--- config.mk ---
export PLATFORM = sky130hd
export DESIGN_NAME = avg_frame_ctrl
export DESIGN_NICKNAME = d
export VERILOG_FILES = /design/src/rtl/avg_pkg.sv /design/src/rtl/avg_watchdog.sv /design/src/rtl/avg_frame_ctrl.sv
export SDC_FILE = /design/constraint.sdc
export NUM_CORES = 1
export LEC_CHECK = 0
export CORE_UTILIZATION = 40
export CTS_CLUSTER_DIAMETER = 60
export DETAILED_ROUTE_END_ITERATION = 16
export PLACE_DENSITY = 0.68
export SYNTH_ARGS = -nofsm -noshare
export SYNTH_HDL_FRONTEND = slang
export SYNTH_SLANG_ARGS = --single-unit
--- constraint.sdc ---
create_clock -name clk -period 2.1 [get_ports clk]
set_clock_uncertainty 0.1 [all_clocks]
set_input_delay 0.42 -clock clk [delete_from_list [all_inputs] [get_ports clk]]
set_output_delay 0.42 -clock clk [all_outputs]
set_load 0.02 [all_outputs]
--- src/rtl/avg_pkg.sv ---
// Shared types and constants for the AVG per-frame sequencer.
package avg_pkg;

    typedef enum logic [2:0] {
        IDLE,
        CLEAR,
        LAUNCH,
        RUN,
        DRAIN,
        SWAP
    } avg_frame_state_t;

    // Default watchdog budget (cycles in RUN before the frame is aborted).
    localparam int AVG_TIMEOUT_DEF = 1_000_000;

endpackage

--- src/rtl/avg_watchdog.sv ---
// Loadable down-counter used as the RUN-state watchdog.
// expired_o fires on the decrement that takes the count to zero, so a load of N
// allows exactly N decrement cycles. The count holds at zero.
module avg_watchdog
    import avg_pkg::*;
#(
    parameter int TIMEOUT_CYCLES = AVG_TIMEOUT_DEF,
    parameter int CNT_W          = $clog2(TIMEOUT_CYCLES + 1)
) (
    input  logic clk_i,
    input  logic rst_b_i,
    input  logic load_i,
    input  logic dec_i,
    output logic expired_o
);

    localparam logic [CNT_W-1:0] LOAD_VAL = CNT_W'(TIMEOUT_CYCLES);

    logic [CNT_W-1:0] cnt_q, cnt_d;

    // Next count: load wins over decrement, never wrap below zero.
    always_comb begin
        cnt_d = cnt_q;
        if (load_i)
            cnt_d = LOAD_VAL;
        else if (dec_i && cnt_q != '0)
            cnt_d = cnt_q - 1'b1;
    end

    // Counter register.
    always_ff @(posedge clk_i or negedge rst_b_i) begin
        if (!rst_b_i) cnt_q <= '0;
        else          cnt_q <= cnt_d;
    end

    assign expired_o = dec_i && (cnt_q <= CNT_W'(1));

endmodule

--- src/rtl/avg_frame_ctrl.sv ---
// Per-frame sequencer for the AVG vector pipeline:
// clear back buffer -> launch avg_core -> drain line queue -> swap buffers.
// Optional build macro AVG_FRAME_STATS_EN adds per-frame line/cycle statistics.
module avg_frame_ctrl
    import avg_pkg::*;
#(
    parameter int TIMEOUT_CYCLES = AVG_TIMEOUT_DEF,
    parameter int CNT_W          = $clog2(TIMEOUT_CYCLES + 1)
) (
    input  logic        clk,
    input  logic        rst_b,
    input  logic        frameTick,
    output logic        clearStart,
    input  logic        clearDone,
    output logic        vggo,
    input  logic        avgHalted,
    output logic        avgRun,
    input  logic        queueFull,
    input  logic        queueEmpty,
    output logic        queueRead,
    output logic        lineValid,
    input  logic        lineReady,
    input  logic        drawerIdle,
    output logic        fbSwap,
    output logic        busy,
    output logic        frameOverrun,
    output logic        timeoutFlag
`ifdef AVG_FRAME_STATS_EN
    ,
    output logic [15:0] statLines,
    output logic [23:0] statCycles
`endif
);

    avg_frame_state_t state_q, state_d;

    logic pending_q, pending_d;
    logic clearStart_q, clearStart_d;
    logic vggo_q, vggo_d;
    logic fbSwap_q, fbSwap_d;
    logic overrun_q, overrun_d;
    logic timeout_q, timeout_d;

    logic clear_go;    // IDLE -> CLEAR this cycle
    logic halt_seen;   // halt flag trusted (not the stale value from before vggo)
    logic wd_load, wd_dec, wd_expired;

    assign busy      = (state_q != IDLE);
    assign clear_go  = (state_q == IDLE) && (frameTick || pending_q);
    // vggo_q is high exactly in the first RUN cycle, when the core halt reg is still stale.
    assign halt_seen = avgHalted && !vggo_q;
    assign wd_load   = (state_q == LAUNCH);
    assign wd_dec    = (state_q == RUN);

    avg_watchdog #(
        .TIMEOUT_CYCLES(TIMEOUT_CYCLES),
        .CNT_W         (CNT_W)
    ) u_wd (
        .clk_i    (clk),
        .rst_b_i  (rst_b),
        .load_i   (wd_load),
        .dec_i    (wd_dec),
        .expired_o(wd_expired)
    );

    // State register.
    always_ff @(posedge clk or negedge rst_b) begin
        if (!rst_b) state_q <= IDLE;
        else        state_q <= state_d;
    end

    // Next-state logic; halt takes priority over watchdog expiry in RUN.
    always_comb begin
        state_d = state_q;
        case (state_q)
            IDLE:    if (clear_go)                              state_d = CLEAR;
            CLEAR:   if (clearDone)                             state_d = LAUNCH;
            LAUNCH:                                             state_d = RUN;
            RUN:     if (halt_seen || wd_expired)               state_d = DRAIN;
            DRAIN:   if (queueEmpty && drawerIdle && !lineValid) state_d = SWAP;
            SWAP:                                               state_d = IDLE;
            default:                                            state_d = IDLE;
        endcase
    end

    // Outputs: combinational handshake/stall, next values for registered pulses and flags.
    always_comb begin
        avgRun       = (state_q == RUN) && !queueFull;
        lineValid    = ((state_q == RUN) || (state_q == DRAIN)) && !queueEmpty;
        queueRead    = lineValid && lineReady;
        clearStart_d = clear_go;
        vggo_d       = (state_q == LAUNCH);
        fbSwap_d     = (state_q == SWAP);
        overrun_d    = busy && frameTick;
        pending_d    = pending_q;
        if (busy && frameTick) pending_d = 1'b1;
        else if (clear_go)     pending_d = 1'b0;
        timeout_d    = timeout_q;
        if (clear_go)
            timeout_d = 1'b0;
        else if ((state_q == RUN) && wd_expired && !halt_seen)
            timeout_d = 1'b1;
    end

    // Registered pulse outputs and sticky flags.
    always_ff @(posedge clk or negedge rst_b) begin
        if (!rst_b) begin
            pending_q    <= 1'b0;
            clearStart_q <= 1'b0;
            vggo_q       <= 1'b0;
            fbSwap_q     <= 1'b0;
            overrun_q    <= 1'b0;
            timeout_q    <= 1'b0;
        end else begin
            pending_q    <= pending_d;
            clearStart_q <= clearStart_d;
            vggo_q       <= vggo_d;
            fbSwap_q     <= fbSwap_d;
            overrun_q    <= overrun_d;
            timeout_q    <= timeout_d;
        end
    end

    assign clearStart   = clearStart_q;
    assign vggo         = vggo_q;
    assign fbSwap       = fbSwap_q;
    assign frameOverrun = overrun_q;
    assign timeoutFlag  = timeout_q;

`ifdef AVG_FRAME_STATS_EN
    logic [15:0] lines_q, lines_d, statLines_q;
    logic [23:0] cyc_q, cyc_d, statCycles_q;

    // Running per-frame counters, restarted on CLEAR entry, saturating.
    always_comb begin
        lines_d = lines_q;
        cyc_d   = cyc_q;
        if (clear_go) begin
            lines_d = '0;
            cyc_d   = '0;
        end else if (busy) begin
            if (queueRead && lines_q != '1) lines_d = lines_q + 1'b1;
            if (cyc_q != '1)                cyc_d   = cyc_q + 1'b1;
        end
    end

    // Counter registers; results latched in SWAP (count includes the SWAP cycle).
    always_ff @(posedge clk or negedge rst_b) begin
        if (!rst_b) begin
            lines_q      <= '0;
            cyc_q        <= '0;
            statLines_q  <= '0;
            statCycles_q <= '0;
        end else begin
            lines_q <= lines_d;
            cyc_q   <= cyc_d;
            if (state_q == SWAP) begin
                statLines_q  <= lines_d;
                statCycles_q <= cyc_d;
            end
        end
    end

    assign statLines  = statLines_q;
    assign statCycles = statCycles_q;
`endif

endmodule

==> impl_metrics.csv <==
group,metric,value,unit
global_routing,grt_start_max_net_pins,30,
sta,tns,0,ns
power,combinationalPowerShare,41.4,%
critical_path,startpoint_type,"flip-flop",
clock_network,clk_pin_slew,0.06,ns
global_routing,track_usage,17.3,%
clock_network,insertion_delay,0.28,ns
finish,ff_latch_area,727,µm²
sta,period_share,95.3,%
floorplanning,io_pins,18,
finish,nets,203,
floorplanning,core,3770,µm²
sta,hold_slack,0.412,ns
finish,layout_common_cells,"dfrtp_1 (28), nand2_1 (17), nor2_1 (15)",
routing,postRouteAntennaNets,0,
routing,drt_iter0_markers,48,
routing,routedWlPerCell,13.9,µm
yosys,synth_edf_count,0,
critical_path,crit_end,"u_wd.cnt_q[6]$_DFFE_PN0P_",
clock_network,cts_num_sinks,29,
yosys,syn_nets,173,
finish,final_layout_size_suffix_gt1_share,21.4,%
global_routing,grt_pass1_vias,1262,
power,power_per_cell_area,1140,nW/µm²
yosys,netlist_instances,161,
floorplanning,start_util,43.2,%
routing,vias_per_cell,5.50,
critical_path,reg2reg_slack,0.1,ns
sta,worst_pin_slew,0.487,ns
finish,design_area,2020,µm²
global_routing,antenna_found_initial,0,
power,sw_frac_of_total,38.1,%
place,dpl.hpwl,2460,µm
clock_network,root_buffer,"clkbuf_8",
critical_path,arrival,2.07,ns
sta,drv_slew,0,
critical_path,path_cells,"nor4_1 > nand3_2 > o311ai_1 > xor2_1 > nand2_1",
sta,setup_violations,0,
critical_path,crit_start,"u_wd.cnt_q[8]$_DFFE_PN0P_",
critical_path,slowest_stage,"nor4_1",
critical_path,crit_path_max_fanout,6,
clock_network,numCtsBuffers,5,
power,p_leak,0.846,nW
yosys,syn_area_per_cell,10.1,µm²
critical_path,endpoint_kind,"flip-flop",
finish,multi_input_area,876,µm²
finish,layout_commonest_cell,"dfrtp_1",
yosys,synthTopCellsByArea,"dfrtp_1 (45%), nand2_1 (3.9%), nor2_1 (3.7%)",
place,placed_cell_area,1910,µm²
sta,max_clock_freq,500,MHz
power,ir_worst_vdd,0.432,mV
routing,drcViolationCount,0,
yosys,synth_seq_cells,29,
critical_path,path_class,"reg -> reg",
place,gp_congestion,0.904,
global_routing,overflow,0,
floorplanning,dieArea,4330,µm²
yosys,seq_area_frac_synth,44.5,%
power,power_frac_seq,36.8,%
yosys,synth.top_cell.area_share,44.5,%
finish,n_antenna_cell,0,
critical_path,r2r_start,"u_wd.cnt_q[8]$_DFFE_PN0P_",
yosys,yosysUniqueCellTypes,46,
floorplanning,rows,22,
clock_network,post_cts_buffers,0,
place,placed_cells,232,
critical_path,cp_data_required_time,2.17,ns
yosys,synth_top_cell_by_area,"dfrtp_1",
yosys,ys_warn_count,0,
power,switching_power,0.878,mW
sta,period_needed,2.00,ns
clock_network,cts_tree,"done",
finish,instances_no_fill,240,
clock_network,cts_buffer_depth,2,
finish,fillers,328,
clock_network,htree_levels,2,
hold_path,min_path_type,"reg -> reg",
place,port_buffers,17,
yosys,synth-main-ff-cell,"dfrtp_1",
critical_path,slowest_delay,0.48,ns
sta,maxSlewHeadroom,67.3,%
critical_path,worstRegToRegCells,5,
floorplanning,dieWidth,65.8,µm
floorplanning,die_height,65.8,µm
finish,final_util,53.6,%
yosys,netlist_area,1630,µm²
finish,area_delta_synth_final,24.1,%
routing,vias,1320,
routing,drt-pass1-iter-count,4,
power,clkPwrFrac,21.8,%
job,maxCapViolations,0,
sta,finalHoldViolCount,0,
critical_path,r2r-end,"u_wd.cnt_q[6]$_DFFE_PN0P_",
global_routing,grt_pass1_wl,5600,µm
power,intPower,1.43,mW
routing,wl,3330,µm
status,outcome,"finished clean",
yosys,async_reset_ff_share,100,%
==> power groups by stage <==
stage,Clock (mW),Sequential (mW),Combinational [mW]
final,0.502,0.849,0.954
after CTS,0.519,0.847,0.949
after global placement,0,0.846,0.934
after global routing,0.545,0.869,1.05
after detailed placement,0,0.854,0.961
after floorplan,0,0.847,0.621
==> metrics by stage <==
stage	power, mW	worst slack [ns]
final	2.30	0.0987
after floorplan	1.47	0.150
after CTS	2.31	0.00978
after detailed placement	1.81	-0.114
after global routing	2.47	-0.00870
after global placement	1.78	-0.104
==> cell usage after synthesis, types with 3 or more instances <==
master    count
nand2_1      17
ha_1          3
o31ai_1       3
nor2_1       16
or4_1         3
nand3_1      10
nor3_1        7
xor2_1        6
dfrtp_1      29
or3_1         3
o211ai_1      3
nor4_2        4
a21oi_1       5
inv_1         5
o21ai_0       5
mux2i_1       5
==> layer usage <==
| layer | routed length (µm) | global-route usage [%] | vias to the layer above | share of wire [%] |
|---|---|---|---|---|
| met2 | 1580 | 27.8 | 34 | 47 |
| met3 | 162 | 4.83 | 6 | 4.9 |
| li1 | - | - | 641 | - |
| met1 | 1520 | 21.7 | 639 | 46 |
| met4 | 63 | 7.61 | 0 | 1.9 |
| met5 | 0 | 0 | - | 0 |
==> cell type report <==
| cell class | instances | share of cell area [%] |
|---|---|---|
| clock buffer | 7 | 4.76 |
| clock inverter | 1 | 0.247 |
| inverter | 5 | 0.928 |
| multi-input combinational | 122 | 43.3 |
| sequential | 29 | 35.9 |
| tap | 48 | 2.97 |
| timing repair buffer | 28 | 11.9 |
==> sequential cells by signal, summed over array words and instances (netlist names) <==
signal        count
state_q           3
clearStart        1
timeoutFlag       1
frameOverrun      1
vggo              1
pending_q         1
u_wd.cnt_q       20
fbSwap            1
==> critical path: cells and delay by family (launching register included) <==
| kind | cells | cell delay [ns] |
|---|---|---|
| AO/OA/AOI/OAI | 1 | 0.39 |
| flip-flops | 1 | 0.43 |
| AND/OR/NAND/NOR | 3 | 0.79 |
| XOR/XNOR | 1 | 0.18 |
==> logic make-up (layout without fill, tap and decap cells) <==
logic type / after synthesis / after routing / share of synthesized area, %
simple gates: 83 / 83 / 32.3
compound gates: 24 / 24 / 10.6
fa+ha+maj: 3 / 3 / 2.30
flops: 29 / 29 / 44.5
buf+inv: 10 / 41 / 3.45
xor+xnor: 7 / 7 / 3.76
mux: 5 / 5 / 3.07
==> timing repair <==
item                                    4_1_cts  5_1_grt
hold buffers                                  0        0
pin swaps                                     0        2
endpoints found under the setup margin        4       11
gates resized for setup                       7        7
==> how the worst min path moves through the flow <==
| stage | startpoint | end | slack [ns] | cells past startpoint |
|---|---|---|---|---|
| 6_report | u_wd.cnt_q[5]$_DFFE_PN0P_ | u_wd.cnt_q[5]$_DFFE_PN0P_ | 0.41 | 1 |
| 5_1_grt | u_wd.cnt_q[5]$_DFFE_PN0P_ | u_wd.cnt_q[5]$_DFFE_PN0P_ | 0.44 | 1 |
| 3_3_place_gp | timeoutFlag$_DFFE_PN0P_ | timeoutFlag$_DFFE_PN0P_ | 0.39 | 2 |
| 2_1_floorplan | rst_b | clearStart$_DFF_PN0_ | 0.02 | 0 |
| 4_1_cts | timeoutFlag$_DFFE_PN0P_ | timeoutFlag$_DFFE_PN0P_ | 0.42 | 2 |
| 3_5_place_dp | timeoutFlag$_DFFE_PN0P_ | timeoutFlag$_DFFE_PN0P_ | 0.40 | 2 |
(Power assumes the default switching activity.)
